$ cat src/rtl/pulse_tx_queue_pkg.sv
// rtl/pulse_tx_queue_pkg.sv - shared types and defaults for the pulse transmit queue
// Purpose: FSM state encoding and default parameter values used by pulse_tx_queue.
package pulse_tx_queue_pkg;

  typedef enum logic [1:0] {
    ST_IDLE = 2'd0,
    ST_REQ  = 2'd1,
    ST_REL  = 2'd2
  } ptq_state_t;

  localparam int PTQ_CNT_W_DEF  = 4;
  localparam int PTQ_TO_CYC_DEF = 255;

endpackage

$ cat src/rtl/pulse_tx_queue_sync_2ff.sv
// rtl/pulse_tx_queue_sync_2ff.sv - two-flop level synchronizer
// Purpose: brings an asynchronous level into the i_clk domain; reusable on either side.
// Ports:
//   i_clk   - destination clock
//   i_rst_n - synchronous active-low reset, output resets to 0
//   i_d     - asynchronous level input
//   o_q     - synchronized level, two i_clk edges behind i_d
module sync_2ff (
  input  logic i_clk,
  input  logic i_rst_n,
  input  logic i_d,
  output logic o_q
);

  logic r_meta;
  logic r_sync;

  always_ff @(posedge i_clk) begin
    if (!i_rst_n) begin
      r_meta <= 1'b0;
      r_sync <= 1'b0;
    end else begin
      r_meta <= i_d;
      r_sync <= r_meta;
    end
  end

  assign o_q = r_sync;

endmodule

$ cat src/rtl/pulse_tx_queue.sv
// rtl/pulse_tx_queue.sv - source-side four-phase pulse transmitter with pending queue
// Purpose: counts incoming pulses and launches them one at a time as a request level,
//          waiting for the returned acknowledge level before the next launch.
// Optional feature: PULSE_TX_TIMEOUT_EN adds an acknowledge timeout and to_err_a.
// Ports:
//   clka      - sending-domain clock
//   rst_n     - synchronous active-low reset
//   pulse_ina - single-cycle event to transfer
//   ack_async - acknowledge level from the destination domain (unsynchronized)
//   clr_ina   - clears the sticky flags ovf_a and to_err_a
//   req_a     - registered request level
//   busy_a    - FSM not idle
//   pend_a    - queued pulses not yet launched
//   done_a    - one-cycle strobe when a transfer completes
//   ovf_a     - sticky, a pulse was dropped on a full queue
//   to_err_a  - sticky acknowledge timeout (0 without the timeout feature)
module pulse_tx_queue
  import pulse_tx_queue_pkg::*;
#(
  parameter int CNT_W  = PTQ_CNT_W_DEF,
  parameter int TO_CYC = PTQ_TO_CYC_DEF
) (
  input  logic             clka,
  input  logic             rst_n,
  input  logic             pulse_ina,
  input  logic             ack_async,
  input  logic             clr_ina,
  output logic             req_a,
  output logic             busy_a,
  output logic [CNT_W-1:0] pend_a,
  output logic             done_a,
  output logic             ovf_a,
  output logic             to_err_a
);

  if (CNT_W < 1 || TO_CYC < 2) begin : g_bad_param
    $error("pulse_tx_queue: CNT_W must be >= 1 and TO_CYC >= 2");
  end

  ptq_state_t       r_state;
  logic             r_req;
  logic             r_done;
  logic             r_ovf;
  logic [CNT_W-1:0] r_pend;
  logic             w_ack_s;
  logic             w_launch;
  logic             w_full;
  logic             w_to_hit;

  sync_2ff u_ack_sync (
    .i_clk   (clka),
    .i_rst_n (rst_n),
    .i_d     (ack_async),
    .o_q     (w_ack_s)
  );

  assign w_launch = (r_state == ST_IDLE) && (r_pend != '0);
  assign w_full   = &r_pend;

`ifdef PULSE_TX_TIMEOUT_EN
  localparam int TO_W = $clog2(TO_CYC + 1);

  logic [TO_W-1:0] r_to_cnt;
  logic            r_to_err;
  logic            w_step;

  // Fires on the edge that would bring the count to TO_CYC, so req_a drops
  // exactly TO_CYC cycles after the launch edge.
  assign w_to_hit = (r_state != ST_IDLE) && (r_to_cnt == TO_W'(TO_CYC - 1));
  assign w_step   = w_launch || w_to_hit ||
                    ((r_state == ST_REQ) && w_ack_s) ||
                    ((r_state == ST_REL) && !w_ack_s);

  always_ff @(posedge clka) begin
    if (!rst_n) begin
      r_to_cnt <= '0;
      r_to_err <= 1'b0;
    end else begin
      if (w_step || (r_state == ST_IDLE)) r_to_cnt <= '0;
      else                                r_to_cnt <= r_to_cnt + TO_W'(1);
      if (w_to_hit)     r_to_err <= 1'b1;
      else if (clr_ina) r_to_err <= 1'b0;
    end
  end

  assign to_err_a = r_to_err;
`else
  assign w_to_hit = 1'b0;
  assign to_err_a = 1'b0;
`endif

  // Handshake FSM; the timeout abandons the in-flight pulse without done_a.
  always_ff @(posedge clka) begin
    if (!rst_n) begin
      r_state <= ST_IDLE;
      r_req   <= 1'b0;
      r_done  <= 1'b0;
    end else begin
      r_done <= 1'b0;
      case (r_state)
        ST_IDLE: begin
          if (w_launch) begin
            r_state <= ST_REQ;
            r_req   <= 1'b1;
          end
        end
        ST_REQ: begin
          if (w_to_hit || w_ack_s) begin
            r_state <= w_to_hit ? ST_IDLE : ST_REL;
            r_req   <= 1'b0;
          end
        end
        ST_REL: begin
          if (w_to_hit) begin
            r_state <= ST_IDLE;
          end else if (!w_ack_s) begin
            r_state <= ST_IDLE;
            r_done  <= 1'b1;
          end
        end
        default: begin
          r_state <= ST_IDLE;
          r_req   <= 1'b0;
        end
      endcase
    end
  end

  // Saturating pending counter; a pulse coinciding with a launch nets to zero.
  always_ff @(posedge clka) begin
    if (!rst_n) begin
      r_pend <= '0;
      r_ovf  <= 1'b0;
    end else begin
      case ({pulse_ina, w_launch})
        2'b10:   if (!w_full) r_pend <= r_pend + CNT_W'(1);
        2'b01:   r_pend <= r_pend - CNT_W'(1);
        default: r_pend <= r_pend;
      endcase
      if (pulse_ina && !w_launch && w_full) r_ovf <= 1'b1;
      else if (clr_ina)                     r_ovf <= 1'b0;
    end
  end

  assign req_a  = r_req;
  assign busy_a = (r_state != ST_IDLE);
  assign pend_a = r_pend;
  assign done_a = r_done;
  assign ovf_a  = r_ovf;

endmodule

$ cat config.mk
export PLATFORM = sky130hd
export DESIGN_NAME = pulse_tx_queue
export DESIGN_NICKNAME = d
export VERILOG_FILES = /design/src/rtl/pulse_tx_queue_pkg.sv /design/src/rtl/pulse_tx_queue_sync_2ff.sv /design/src/rtl/pulse_tx_queue.sv
export SDC_FILE = /design/constraint.sdc
export NUM_CORES = 1
export LEC_CHECK = 0
export ABC_CLOCK_PERIOD_IN_PS = 1700
export BUFFER_PORTS_ARGS = -buffer_cell sky130_fd_sc_hd__buf_4
export CAP_MARGIN = 20
export CORE_MARGIN = 2
export CORE_UTILIZATION = 30
export CTS_CLUSTER_DIAMETER = 40
export DETAILED_ROUTE_END_ITERATION = 6
export PLACE_DENSITY = 0.51
export SLEW_MARGIN = 20
export SYNTH_ARGS = -nofsm -noshare
export SYNTH_HDL_FRONTEND = slang
export SYNTH_HIERARCHICAL = 1
export SYNTH_SLANG_ARGS = --single-unit
export TNS_END_PERCENT = 20
$ cat constraint.sdc
create_clock -name clka -period 1.7 [get_ports clka]
set_input_delay 0.17 -clock clka [delete_from_list [all_inputs] [get_ports clka]]
set_output_delay 0.17 -clock clka [all_outputs]
set_load 0.02 [all_outputs]
**Word level (Yosys, flattened, before mapping)**

Cells that the tools add are included.

- Input bits: 5
- Output and inout bits: 9
- Logic and storage cells: 44
- Flip-flop bits (word level): 11

- Eq/ne operators: 8
- Muxes and demuxes: 12
- Reduce and logical (&&, ||, !) cells: 14
- Add/subtract/negate cells: 2
- Bitwise operators: 1

Operators by type and width:

| kind | count |
|---|---|
| 4-bit case mux with 2 select lines | 1 |
| 2-bit two-way mux | 3 |
| 2-bit != test (second input constant) | 3 |
| 2-bit case mux with 3 select lines | 1 |
| 3-bit AND reduction | 2 |
| 2-bit nonzero test | 3 |
| 1-bit two-way mux | 5 |
| 4-bit by 1-bit adder with 4-bit output (second input constant) | 1 |
| 2-bit by 1-bit == test with 1-bit output (second input constant) | 2 |
| 2-bit == test (second input constant) | 2 |
| 4-bit two-way mux | 1 |
| 2-bit AND reduction | 2 |
| 4-bit AND reduction | 1 |
| 4-bit nonzero test | 1 |
| 4-bit by 1-bit subtractor with 4-bit output (second input constant) | 1 |
| 1-bit logical AND | 3 |
| 1-bit case mux with 3 select lines | 1 |
| 2-bit logical NOT | 1 |
| 2-bit by 1-bit != test with 1-bit output (second input constant) | 1 |
| 1-bit logical NOT | 1 |
| 1-bit inverter | 1 |

**Longest topological paths before layout**

- Depth in word-level cells: 6
- Mapped depth: 8

**Cells and area by module**

Netlist, hierarchy kept.

By module, submodules not included:

| module | area each (µm²) | cells an instance | times used |
|---|---|---|---|
| pulse_tx_queue | 459.2 | 51 | 1 |
| sync_2ff | 52.6 | 4 | 1 |

**Least setup slack after synthesis**

Ideal clock, no wire load.

- Kind: flip-flop to flip-flop
- Start point: register r_state[0]
- End point: register r_pend[2], in the netlist pend_a[2]
- Cell stages (with the launch flop): 9
- Arrival time: 1.756 ns
- Buffers on the path: 1
- Setup time: 0.072 ns
- Path slack: -0.127 ns
- Cell sequence: dfxtp_1 or2_1 clkbuf_2 nor3_1 xor2_1 ha_1 and3_1 mux2i_1 mux2i_1

- Word-level cells in the longest chain between the ends: 5

RTL lines:

| element | line | text |
|---|---|---|
| start, declared | pulse_tx_queue.sv:40 | `ptq_state_t r_state;` |
| start signal, assigned | pulse_tx_queue.sv:109 | `r_state <= w_to_hit ? ST_IDLE : ST_REL;` |
| 2-bit logical NOT * | pulse_tx_queue.sv:57 | `assign w_launch = (r_state == ST_IDLE) && (r_pend != '0);` |
| 1-bit logical AND * | pulse_tx_queue.sv:57 |  |
| 2-bit == test / 2-bit by 1-bit == test with 1-bit output (equally long branches) | pulse_tx_queue.sv:135 | `case ({pulse_ina, w_launch})` |
| 2-bit != test (no source line) / 2-bit nonzero test (equally long branches) | - |  |
| 2-bit AND reduction (no source line) | - |  |
| end signal, assigned | pulse_tx_queue.sv:136 | `2'b10: if (!w_full) r_pend <= r_pend + CNT_W'(1);` |
| end signal, assigned | pulse_tx_queue.sv:137 | `2'b01: r_pend <= r_pend - CNT_W'(1);` |
| end signal, assigned | pulse_tx_queue.sv:138 | `default: r_pend <= r_pend;` |
| end, declared | pulse_tx_queue.sv:44 | `logic [CNT_W-1:0] r_pend;` |

Mark *: on every way between the ends. The rest lies on a longest branch, timed or not.
A chain may end at the register's enable or synchronous reset.

**Worst setup path in the final report**

- Start point: register r_pend[1], in the netlist pend_a[1]
- End point: register r_pend[2], in the netlist pend_a[2]

- Word-level cells in the longest chain between the ends: 5

RTL lines:

| element |
|---|
| parallel branches: the longest is 5 deep, another holds 4-bit by 1-bit adder with 4-bit output |

Parallel ways; which one is timed is not known. The select of a mux whose other input is x is not followed.

==> impl_summary.log <==
[metrics] outcome: completed
[metrics] highest attainable clock frequency: a little under 600 MHz
[metrics] number of fill cells: about 150
[metrics] net switching fraction of the power: 0.3889
[metrics] Detailed Routing Iterations Pass 1: 4
[metrics] total number of clock tree sinks: 11
[metrics] startpoint of the worst setup timing path: pend_a[1]
[metrics] Avg Inst Size Synth: 9.304 µm²
[metrics] detailed route wirelength on metal3: between 70 and 80 µm
[metrics] maximum net fanout on the critical path: 2
[metrics] cts-stage hold buffer count: 0
[metrics] nature of the critical path startpoint: flop
[metrics] CTS root buf: sky130_fd_sc_hd__clkbuf_4
[metrics] hold crit path type: input pin to flop
[metrics] post-synthesis cell type with the largest combined area: sky130_fd_sc_hd__dfxtp_1
[metrics] endpoint arrival time on the critical path: around 1900 ps
[metrics] Worst-Skew Late Latency: around 270 ps
[metrics] sequential cell fraction of total power: 0.293
[metrics] via total after detailed routing: between 400 and 500
[metrics] CTS Buffer Depth: 2
[metrics] CP cell instances: nor4_4 -> nor3_4 -> xor2_1 -> ha_2 -> and3_1 -> mux2i_1 -> mux2i_1
[metrics] hold path startpoint: ack_async
[metrics] leading cell types by count after synthesis: sky130_fd_sc_hd__dfxtp_1 (11), sky130_fd_sc_hd__mux2i_1 (4), sky130_fd_sc_hd__nand2_1 (4)
[metrics] shortest period the worst path allows: ~1700 ps
[metrics] worst path setup slack after routing: 14.92 ps
[metrics] worst hold slack after final layout: ~92 ps
[metrics] Chip Height: ~45 µm
[metrics] Max H-tree Level: 1
[metrics] max cap viols: 0
[metrics] overflow left after global routing: 0
[metrics] Post-Syn Nets: 61
[metrics] fraction of synthesized cell area taken by the top area cell type: 0.4303
[metrics] Std-Cell Rows: 14
[metrics] IO Count: 14
[metrics] wire length after detailed routing: approximately 1.0 mm
[metrics] power density over the cells: between 1500 and 2000 mW/mm²
[metrics] maximum number of pins on one net before global-route repair: 15
[metrics] accumulated negative setup slack: 0 ps
[metrics] Worst R2R Start: pend_a[1]
[metrics] worst setup slack before clock tree synthesis: approximately 28 ps
[metrics] Lkg Pwr: around 0.35 nW
[metrics] final number of max-transition violations: 0
[metrics] total of warnings raised by yosys: 6
[metrics] first-pass GRT wire length: 1.718 mm
[metrics] layout overhead on the synthesized area: 40.10%
[metrics] vias in the first global route: around 400
[metrics] met2 layer wire length in the routed design: ~400 µm
[metrics] worst-case vdd ir drop: 0.0006135 V
[metrics] vias per cell: around 4.9
[metrics] sort of element at the end of the critical path: flop
[metrics] routed length per placed instance: approximately 11 µm
[metrics] flip-flop and latch count after synthesis: 11
[metrics] skew final: approximately 2.2 ps
[metrics] placeable core area: ~0.0016 mm²
[metrics] number of buffers created by CTS: 3
[metrics] most frequent cell after synthesis: sky130_fd_sc_hd__dfxtp_1
[metrics] Cells after Synth: 55
[metrics] initial antenna violation count: 0
[metrics] number of DRC markers in iteration 0: 10
[metrics] antenna diode count: 0
[metrics] initial core utilization: 0.3283
[metrics] switching power of the nets: approximately 0.5 mW
[metrics] delay of the slowest cell on the worst path: 340 ps
[metrics] RSZ-0062 raised after global routing: yes
[metrics] leading cell types by total area after synthesis: sky130_fd_sc_hd__dfxtp_1 (43%), sky130_fd_sc_hd__mux2i_1 (7.8%), sky130_fd_sc_hd__o211a_1 (3.9%)
[metrics] sequential-to-total area share from yosys stat: 0.4303
[metrics] final count of negative-setup-slack endpoints: 0
[metrics] fraction of final layout cells sized beyond drive strength 1: 0.4133
[metrics] required time worst endpoint: 1910 ps
[metrics] total standard cell area after synthesis: roughly 510 µm²
[metrics] Cell variety after synth: 27
[metrics] Post-layout nets: between 80 and 90
[metrics] Cell Int Power: about 0.77 mW
[metrics] Die W: approximately 45 µm
[metrics] met1 wire length: between 500 and 600 µm
[metrics] count of nets left with antenna violations after detail routing: 0
[metrics] clock network fraction of total power: 0.148
[metrics] final number of hold-violating endpoints: 0
[metrics] gr usage total: 0.1194
[metrics] crit share post-route: 0.9912
[metrics] clk slew on worst S/H paths: 80 ps
[metrics] GPL Wtd Cong: roughly 0.72
[metrics] count of flip-flops with a built-in enable after synthesis: 0
[metrics] full die area: around 0.002 mm²
[metrics] uppermost metal layer occupied by signal nets: met3
[metrics] fraction of registers with async set/reset: 0
[metrics] dpl hpwl: 760.1 µm
[metrics] number of I/O port buffers: 12
[metrics] cell seen most often among critical-path stages: sky130_fd_sc_hd__mux2i_1
[metrics] total DRC errors in the routed layout: 0
[metrics] cell with the biggest individual delay on the critical path: sky130_fd_sc_hd__dfxtp_2
[metrics] Worst Path Class, Setup: flop to flop
[metrics] flip-flop cell with the highest count after synthesis: sky130_fd_sc_hd__dfxtp_1
[metrics] clock tree from TritonCTS: yes
[metrics] Comb pwr share: 0.559
[layout by cell type, fill, tap and decap left out, drive strengths merged, types with 2 or more instances in the layout]
master  synthesis  routed
a21oi           2       2
and2            3       3
and3            2       2
buf             1      20
clkbuf          3       3
dfxtp          11      11
mux2i           4       4
nand2           4       4
nand2b          2       2
nor2            3       3
nor3            2       2
o211a           2       2
o21ai           2       2
xor2            2       2
[timing repair]
action	4_1_cts	5_1_grt
resized for setup	0	4
setup buffers	0	0
endpoints found under the setup margin	0	1
[cells by family (layout without fill, tap and decap cells)]
| group | after synthesis | count (layout) | share of synthesized area |
|---|---|---|---|
| adders and majority gates | 1 | 1 | 0.02445 |
| DFF | 11 | 11 | 0.4303 |
| other | 1 | 1 | 0.007328 |
| muxes | 4 | 4 | 0.07824 |
| AOI/OAI and AO/OA | 8 | 8 | 0.1076 |
| buffers and inverters | 5 | 25 | 0.04645 |
| xor gates and xnor gates | 2 | 2 | 0.03424 |
| and+or+nand+nor | 23 | 23 | 0.2714 |
[power by group through the flow]
stage | Combinational (mW) | Sequential, mW | Clock (mW)
CTS | 0.696 | 0.363 | 0.194
global placement | 0.690 | 0.369 | 0
detailed placement | 0.692 | 0.370 | 0
global route | 0.769 | 0.375 | 0.203
floorplan | 0.377 | 0.440 | 0
finish | 0.700 | 0.368 | 0.185
[worst paths after layout]
kind	end	cells after the start	slack [ps]
setup / recovery	pend_a[2]	7	10
hold / removal	u_ack_sync/r_meta	2	90
hold reg to reg	u_ack_sync/o_q	1	430
setup reg to reg	pend_a[2]	7	10
[layout make-up]
| cell class | count | area (µm²) | share of cell area |
|---|---|---|---|
| Multi-Input combinational cell | 39 | 292.8 | 0.4084 |
| Tap cell | 16 | 20.02 | 0.02792 |
| Clock inverter | 1 | 5.005 | 0.006981 |
| Clock buffer | 3 | 22.52 | 0.03141 |
| Sequential cell | 11 | 222.7 | 0.3106 |
| Timing Repair Buffer | 20 | 150.1 | 0.2094 |
| Inverter | 1 | 3.754 | 0.005236 |
[registers in the layout (all words and copies together) (netlist names)]
| name | count |
|---|---|
| done_a | 1 |
| ovf_a | 1 |
| pend_a | 4 |
| r_state | 2 |
| req_a | 1 |
| u_ack_sync/o_q | 1 |
| u_ack_sync/r_meta | 1 |
[critical path: cells and delay by family, from the launching register on]
family / cells / cell delay, ps
and+or+nand+nor: 3 / 550
muxes: 2 / 370
DFF: 1 / 340
adders and majority gates: 1 / 190
xor gates and xnor gates: 1 / 170
[per-layer routing]
| metal | vias up | GRT usage |
|---|---|---|
| li1 | 230 | - |
| met1 | 197 | 0.1638 |
| met2 | 15 | 0.1600 |
| met3 | 0 | 0.04000 |
| met4 | 0 | 0.07059 |
| met5 | - | 0 |
[metrics by stage]
| stage | cell area (µm²) | utilization | instances | power, mW |
|---|---|---|---|---|
| final | 716.9 | 0.4599 | 91 | 1.253 |
| after CTS | 709.4 | 0.4551 | 91 | 1.253 |
| after global routing | 716.9 | 0.4599 | 91 | 1.347 |
| after floorplan | 535.5 | - | 55 | 0.8169 |
| after detailed placement | 681.9 | 0.4374 | 87 | 1.061 |
| after global placement | 681.9 | 0.4374 | 87 | 1.059 |
No activity file was read; power rests on OpenSTA's default activity.
